==> src/rtl/npc_pkg.sv <==
// Shared definitions for the NPC control path: sequencer states, exit codes,
// trap causes and the system-instruction encodings also used by the IDU.
package npc_pkg;

  typedef enum logic [2:0] {
    FETCH     = 3'd0,
    WAIT_INST = 3'd1,
    ISSUE     = 3'd2,
    WAIT_DONE = 3'd3,
    HALT      = 3'd4
  } state_t;

  localparam logic [31:0] EXIT_FETCH_TIMEOUT = 32'hDEAD_0001;

  localparam int unsigned ECALL_M         = 11;
  localparam int unsigned INST_MISALIGNED = 0;

  localparam logic [31:0] INST_EBREAK = 32'h0010_0073;
  localparam logic [31:0] INST_ECALL  = 32'h0000_0073;
  localparam logic [31:0] INST_MRET   = 32'h3020_0073;

endpackage

==> src/rtl/npc_redirect_mux.sv <==
// Priority select of the post-commit PC, trap write data and halt decision
// for the instruction completing in WAIT_DONE.
module npc_redirect_mux
  import npc_pkg::*;
#(
  parameter int          XLEN           = 32,
  parameter int unsigned ECALL_CAUSE    = ECALL_M,
  parameter int unsigned MISALIGN_CAUSE = INST_MISALIGNED
) (
  input  logic [XLEN-1:0] pc,
  input  logic [XLEN-1:0] exu_next_pc,
  input  logic [XLEN-1:0] mtvec,
  input  logic [XLEN-1:0] mepc,
  input  logic            is_ecall,
  input  logic            is_mret,
  input  logic            is_ebreak,
  output logic [XLEN-1:0] next_pc,
  output logic            trap,
  output logic [XLEN-1:0] trap_mepc,
  output logic [XLEN-1:0] trap_mcause,
  output logic            halt
);

  // mtvec and mepc are taken as-is; only the EXU target is alignment-checked.
  always_comb begin
    next_pc     = exu_next_pc;
    trap        = 1'b0;
    trap_mepc   = pc;
    trap_mcause = '0;
    halt        = 1'b0;
    if (is_ebreak) begin
      next_pc = pc;
      halt    = 1'b1;
    end else if (is_ecall) begin
      next_pc     = mtvec;
      trap        = 1'b1;
      trap_mcause = XLEN'(ECALL_CAUSE);
    end else if (is_mret) begin
      next_pc = mepc;
    end else if (exu_next_pc[1:0] != 2'b00) begin
      next_pc     = mtvec;
      trap        = 1'b1;
      trap_mcause = XLEN'(MISALIGN_CAUSE);
    end
  end

endmodule

==> src/rtl/npc_pc_sequencer.sv <==
// PC owner and fetch/issue/commit sequencer for the multi-cycle NPC.
//
// state     | meaning
// ----------+---------------------------------------------------------
// FETCH     | request instruction at pc from the IFU
// WAIT_INST | waiting for the IFU response, timeout counter running
// ISSUE     | instruction offered to decode/execute
// WAIT_DONE | waiting for EXU completion; commit and redirect here
// HALT      | ebreak or fetch timeout; only reset leaves
module npc_pc_sequencer
  import npc_pkg::*;
#(
  parameter int              XLEN           = 32,
  parameter logic [XLEN-1:0] RESET_VECTOR   = 32'h8000_0000,
  parameter int              CNT_W          = 64,
  parameter int unsigned     FETCH_TIMEOUT  = 255,
  parameter int unsigned     ECALL_CAUSE    = ECALL_M,
  parameter int unsigned     MISALIGN_CAUSE = INST_MISALIGNED
) (
  input  logic             clk,
  input  logic             rst,
  output logic             ifu_req_valid,
  input  logic             ifu_req_ready,
  input  logic             ifu_rsp_valid,
  input  logic [31:0]      ifu_rsp_inst,
  output logic             idu_valid,
  input  logic             idu_ready,
  output logic [31:0]      idu_inst,
  input  logic             exu_done_valid,
  output logic             exu_done_ready,
  input  logic [XLEN-1:0]  exu_next_pc,
  input  logic             exu_is_ecall,
  input  logic             exu_is_mret,
  input  logic             exu_is_ebreak,
  input  logic [XLEN-1:0]  exu_a0,
  input  logic [XLEN-1:0]  mtvec,
  input  logic [XLEN-1:0]  mepc,
  output logic             trap_wen,
  output logic [XLEN-1:0]  trap_mepc,
  output logic [XLEN-1:0]  trap_mcause,
  output logic [XLEN-1:0]  pc,
  output logic             halted,
  output logic [XLEN-1:0]  exit_code,
  output logic [CNT_W-1:0] retired
);

  state_t          state, state_nx;
  logic [31:0]     to_cnt;
  logic            timeout_hit;
  logic [XLEN-1:0] rd_next_pc, rd_mepc, rd_mcause;
  logic            rd_trap, rd_halt;

  assign timeout_hit = (FETCH_TIMEOUT != 0) && (to_cnt == 32'(FETCH_TIMEOUT))
                       && !ifu_rsp_valid;

  npc_redirect_mux #(
    .XLEN           (XLEN),
    .ECALL_CAUSE    (ECALL_CAUSE),
    .MISALIGN_CAUSE (MISALIGN_CAUSE)
  ) u_redirect (
    .pc          (pc),
    .exu_next_pc (exu_next_pc),
    .mtvec       (mtvec),
    .mepc        (mepc),
    .is_ecall    (exu_is_ecall),
    .is_mret     (exu_is_mret),
    .is_ebreak   (exu_is_ebreak),
    .next_pc     (rd_next_pc),
    .trap        (rd_trap),
    .trap_mepc   (rd_mepc),
    .trap_mcause (rd_mcause),
    .halt        (rd_halt)
  );

  always_ff @(posedge clk or posedge rst) begin
    if (rst) state <= FETCH;
    else     state <= state_nx;
  end

  always_comb begin
    state_nx = state;
    case (state)
      FETCH:     if (ifu_req_ready) state_nx = WAIT_INST;
      WAIT_INST: begin
        if (ifu_rsp_valid)    state_nx = ISSUE;
        else if (timeout_hit) state_nx = HALT;
      end
      ISSUE:     if (idu_ready) state_nx = WAIT_DONE;
      WAIT_DONE: if (exu_done_valid) state_nx = rd_halt ? HALT : FETCH;
      HALT:      state_nx = HALT;
      default:   state_nx = FETCH;
    endcase
  end

  // Valids are held low while reset is asserted, even though state is FETCH.
  always_comb begin
    ifu_req_valid  = 1'b0;
    idu_valid      = 1'b0;
    exu_done_ready = 1'b0;
    if (!rst) begin
      ifu_req_valid  = (state == FETCH);
      idu_valid      = (state == ISSUE);
      exu_done_ready = (state == WAIT_DONE);
    end
  end

  always_ff @(posedge clk or posedge rst) begin
    if (rst) begin
      pc          <= RESET_VECTOR;
      idu_inst    <= '0;
      to_cnt      <= '0;
      halted      <= 1'b0;
      exit_code   <= '0;
      retired     <= '0;
      trap_wen    <= 1'b0;
      trap_mepc   <= '0;
      trap_mcause <= '0;
    end else begin
      trap_wen <= 1'b0;
      case (state)
        FETCH: if (ifu_req_ready) to_cnt <= '0;
        WAIT_INST: begin
          to_cnt <= to_cnt + 32'd1;
          if (ifu_rsp_valid) begin
            idu_inst <= ifu_rsp_inst;
          end else if (timeout_hit) begin
            halted    <= 1'b1;
            exit_code <= XLEN'(EXIT_FETCH_TIMEOUT);
          end
        end
        WAIT_DONE: begin
          if (exu_done_valid) begin
            pc          <= rd_next_pc;
            retired     <= retired + CNT_W'(1);
            trap_wen    <= rd_trap;
            trap_mepc   <= rd_mepc;
            trap_mcause <= rd_mcause;
            if (rd_halt) begin
              halted    <= 1'b1;
              exit_code <= exu_a0;
            end
          end
        end
        default: ;
      endcase
    end
  end

endmodule
==> config.mk <==
export PLATFORM = sky130hd
export DESIGN_NAME = npc_pc_sequencer
export DESIGN_NICKNAME = d
export VERILOG_FILES = /design/src/rtl/npc_pkg.sv /design/src/rtl/npc_redirect_mux.sv /design/src/rtl/npc_pc_sequencer.sv
export SDC_FILE = /design/constraint.sdc
export NUM_CORES = 1
export LEC_CHECK = 0
export ABC_AREA = 1
export CAP_MARGIN = 40
export CORE_ASPECT_RATIO = 0.5
export CORE_UTILIZATION = 33
export CTS_CLUSTER_DIAMETER = 200
export DETAILED_ROUTE_END_ITERATION = 12
export SLEW_MARGIN = 40
export SYNTH_ARGS = -nofsm -noshare
export SYNTH_HDL_FRONTEND = slang
export SYNTH_HIERARCHICAL = 1
export SYNTH_SLANG_ARGS = --single-unit
==> constraint.sdc <==
create_clock -name clk -period 8.5 [get_ports clk]
set_clock_uncertainty 0.15 [all_clocks]
set_input_delay 0.85 -clock clk [delete_from_list [all_inputs] [get_ports clk]]
set_output_delay 0.85 -clock clk [all_outputs]
set_load 0.05 [all_outputs]
[After elaboration in Yosys (flattened, before gate mapping)]
Cells that the tools add are included.
Storage, ports and cells
  register bits: 261
  latch bits: 0
  RAM bits: 0
  memory bits (read-only): 0
  input port bits: 169
  output and inout bits: 229
  memories kept: 0
Operators by class
  $add $sub $neg: 2
  multiply operators: 0
  div/mod/pow operators: 0
  magnitude comparators: 0
  equality and inequality tests: 12
  shift-type cells: 0
  muxes and demuxes: 34
  bitwise logic cells: 1
  reduce and logical (&&, ||, !) cells: 12
Operator list (count)
  two-way mux 32 bit: 9
  case mux 32 bit (2 select lines): 2
  adder 64 x 1 -> 64 bit, second input constant: 1
  adder 32 x 1 -> 32 bit, second input constant: 1
  equality test 32 x 8 -> 1 bit, second input constant: 1
  two-way mux 3 bit: 6
  case mux 3 bit (5 select lines): 1
  two-way mux 1 bit: 14
  inequality test 2 bit, second input constant: 6
  equality test 3 x 2 -> 1 bit, second input constant: 2
  AND reduction 2 bit: 3
  nonzero test 2 bit: 3
  AND reduction 5 bit: 1
  two-way mux 4 bit: 1
  AND reduction 4 bit: 1
  equality test 3 x 1 -> 1 bit, second input constant: 1
  equality test 3 bit, second input constant: 1
  zero test 3 bit: 1
  inequality test 3 bit, second input constant: 1
  AND reduction 3 bit: 1
  case mux 1 bit (2 select lines): 1
  logical AND 1 bit: 1
  zero test 1 bit: 1
  NOT 1 bit: 1

[Depth between registers and ports, before layout]
  depth in word-level cells: 7
  mapped depth: 11
  gate-level depth less buffers: 11

[Modules after synthesis]
Netlist, hierarchy kept.
By module, submodules not included
  npc_pc_sequencer: instances 1, cells an instance 1511, area each 12224.2 um2, sequential area each 6532.5 um2
  npc_redirect_mux: instances 1, cells an instance 349, area each 1879.3 um2, sequential area each 0.0 um2

[Worst setup path before layout]
OpenSTA, ideal clock, no wires.
  kind: input port to output port
  from: input rst
  to: output exu_done_ready
  arrival time: 1.504 ns
  slack: 5.996 ns
  cell stages on the path: 1
  buffers on the path: 0
  path through: nor2_1
On the way
  cells in the longest elaborated chain, start to end: 1
RTL lines
  start, declared: line npc_pc_sequencer.sv:21  | input logic rst,
  two-way mux 1 bit: line npc_pc_sequencer.sv:100  | if (!rst) begin
  end, declared: line npc_pc_sequencer.sv:30  | output logic exu_done_ready,
Every way passes these cells.

[Worst setup path in the final report]
  from: register state[2]
  to: output exu_done_ready
On the way
  cells in the longest elaborated chain, start to end: 2
RTL lines
  start, declared: line npc_pc_sequencer.sv:47  | state_t state, state_nx;
  start signal, assigned: line npc_pc_sequencer.sv:77  | else state <= state_nx;
  equality test 3 x 2 -> 1 bit: line npc_pc_sequencer.sv:103  | exu_done_ready = (state == WAIT_DONE);
  two-way mux 1 bit: line npc_pc_sequencer.sv:100
Every way passes these cells.

==> impl_results.md <==
- Nets: 2366
- Top fanout value on the critical path: 15
- Aggregate global-route resource usage: 20.2%
- Critical Path Start Type: flop
- Via count of the routed design: 12800
- Cell area after technology mapping: 0.0141 mm2
- Number of routed nets with antenna violations: 0
- Endpoint arrival time on the critical path: 2.61 ns
- Count of unresolved DRC violations after routing: 0
- Vias in the first global route: 12100
- Layout cell share with drive strength beyond 1: 5.64%
- Required time at the worst-slack endpoint: 7.50 ns
- Crit path cell chain: inv_1 > nand3_1 > nor2_1 > clkdlybuf4s50_1
- Post-cts sizing count: 0
- Number of clock sinks: 261
- Area growth syn-to-layout: 35.1%
- Number of ports placed on the die boundary: 398
- Global route total overflow: 0
- Number of maximum-capacitance violations: 0
- CTS clk-pin slew, worst paths: 0.06 ns
- Initial Util: 33.5%
- Worst min path class: reg -> reg
- Mean number of vias per cell: 4.60
- Number of library cell types mapped by synthesis: 40
- Synth warnings: 6
- Antenna violations before repair: 0
- Hold_buf cts: 0
- Cell total after placement: 2743
- H-tree depth: 1
- Max transition margin: 47.7%
- Routed len/inst: 16.0 um
- RSZ-0062 raised after global routing: no
- Wire length of the first global-routing pass: 69900 um
- Die Area: 0.0436 mm2
- Stage delay of the slowest cell on the critical path: 0.83 ns
- Pre-antenna DRT Iters: 5
- Post-route minimum period: 3.61 ns
- Slowest cell on the critical path: sky130_fd_sc_hd__clkdlybuf4s50_1
- Sequential element share of the synthesized area: 46.3%
- Final std cells w/o fill: 2793
- Total power density per cell area: 313 mW/mm2
- Leakage dissipation: 0.00877 uW
- Source-to-sink clock delay at the later pin of the worst-skew pair: 0.56 ns
- F_max: 277 MHz
- Worst-Margin Slew: 0.784 ns
- Core area: 0.0420 mm2
- Post-Syn Instances: 1860
- DP Wirelength: 33100 um
- Highest-count cells in the layout ignoring fill and taps: sky130_fd_sc_hd__nand2_1, sky130_fd_sc_hd__clkdlybuf4s50_1, sky130_fd_sc_hd__dfrtp_1, sky130_fd_sc_hd__nor2_1, sky130_fd_sc_hd__inv_1
- Final WL: 44700 um
- Final setup violation count: 0
- Clock tree buffer depth: 3
- Outcome: finished, final reports clean
- Maximum number of pins on one net before global-route repair: 98
- Period Utilization, post-route: 42.5%
- Final Hold Vio Count: 0
- Worst VDD drop: 0.000170 V
- Total power: 5970 uW
- Layout Utilization: 45.3%
- DR iter-0 viols: 785
- Leading cell type in the layout, fill and taps excluded: sky130_fd_sc_hd__nand2_1
- Post-Synthesis Mean Instance Area: 7.58 um2
- Fillers: 4227
- Site Rows: 53
- Die Span X: 294 um
- Number of CTS-inserted buffers: 27
- Post CTS Setup Buffer Count: 0
- Pins over their slew limit: 0
- Setup TNS: 0 ns
- Root buffer cell: sky130_fd_sc_hd__clkbuf_16
- Weighted congestion at the end of routability-driven global placement: 0.902
- Port Buffers: 397
- Start-to-end type of the worst setup path: reg -> out
- Number of flip-flops and latches in the synthesized netlist: 261
- Endpoint class of the critical path: output port
- Vert. Die Dim: 148 um
- CTS tree: yes
- Number of inserted diodes: 0
==> metal layers <==
| layer | vias up | wire, um | GRT usage (%) | part of all wire (%) |
|---|---|---|---|---|
| met1 | 6037 | 19700 | 26.8 | 44 |
| met4 | 0 | 1200 | 5.21 | 2.7 |
| li1 | 6459 | - | - | - |
| met5 | - | 0 | 0 | 0 |
| met3 | 66 | 1620 | 2.51 | 3.6 |
| met2 | 275 | 22200 | 34.7 | 50 |
==> cell usage after synthesis, drive strengths merged <==
cell type	n	area share, %
xnor2	21	1.3
or2	14	0.64
o21ai	61	2.2
inv	159	4.2
xor2	17	1.1
o31ai	2	0.11
o21bai	1	0.053
a21oi	4	0.22
mux2i	1	0.071
clkbuf	16	0.43
buf	110	5.5
a22o	1	0.062
dfstp	1	0.19
nand4	41	1.9
nand3	149	5.4
ha	2	0.18
nor2	188	5.4
mux2	32	2.6
and3	2	0.089
dfrtp	260	46
a22oi	1	0.053
conb	1	0.027
nand3b	33	1.8
o22ai	3	0.13
nor3	33	1.2
nand2	707	19
==> worst max-delay path, delay by kind of cell (launching register included) <==
| kind | cells | cell delay, ns |
|---|---|---|
| DFF | 1 | 0.42 |
| buffers and inverters | 2 | 0.99 |
| and+or+nand+nor | 2 | 0.66 |
==> cells by family after synthesis <==
family	after synthesis	synth area share, %
DFF	261	46.3
adders and majority gates	2	0.177
AOI/OAI and AO/OA	73	2.79
xor gates and xnor gates	38	2.36
buffers and inverters	285	10.2
muxes	33	2.63
other	1	0.0266
and+or+nand+nor	1167	35.5
==> where the power goes <==
part / switching [uW] / leakage (uW) / internal [uW]
clock: 514 / 0.000434 / 701
combinational: 1950 / 0.00495 / 928
sequential: 257 / 0.00339 / 1620
==> worst paths after layout <==
kind | cells after the start | slack [ns] | startpoint | endpoint
setup / recovery | 4 | 4.89 | state[2]$_DFFE_PP0P_ | exu_done_ready
hold / removal | 2 | 0.31 | halted$_DFFE_PP0P_ | halted$_DFFE_PP0P_
setup reg to reg | 10 | 5.93 | to_cnt[0]$_DFFE_PP0P_ | exit_code[17]$_DFFE_PP0P_
hold reg to reg | 2 | 0.31 | halted$_DFFE_PP0P_ | halted$_DFFE_PP0P_
max in group asynchronous | 4 | 5.94 | rst | trap_mcause[18]$_DFFE_PP0P_
min in group asynchronous | 2 | 0.83 | rst | exit_code[24]$_DFFE_PP0P_
==> metrics by stage <==
| stage | hold slack, ns | worst slack, ns | area [um2] |
|---|---|---|---|
| 2_1_floorplan | 0.308 | 0.318 | 14200 |
| 3_3_place_gp | 0.300 | 5.04 | 18100 |
| 3_5_place_dp | 0.300 | 5.02 | 18200 |
| 4_1_cts | 0.316 | 4.85 | 19100 |
| 5_1_grt | 0.340 | 4.71 | 19100 |
| 6_report | 0.312 | 4.89 | 19100 |
==> layout make-up <==
class / instances / area, um2 / area share (%)
timing repair buffer: 404 / 4060 / 21.3
tap: 577 / 722 / 3.79
multi-input combinational: 1342 / 6240 / 32.8
clock inverter: 9 / 108 / 0.565
sequential: 261 / 6530 / 34.3
clock buffer: 41 / 788 / 4.14
inverter: 159 / 606 / 3.18
==> flip-flops by register name (all words and copies together) (netlist names) <==
name         flops
trap_mepc       32
trap_wen         1
to_cnt          32
retired         64
idu_inst        32
trap_mcause     32
pc              32
exit_code       32
halted           1
state            3
Note: power is estimated with default switching activity, not from simulation.
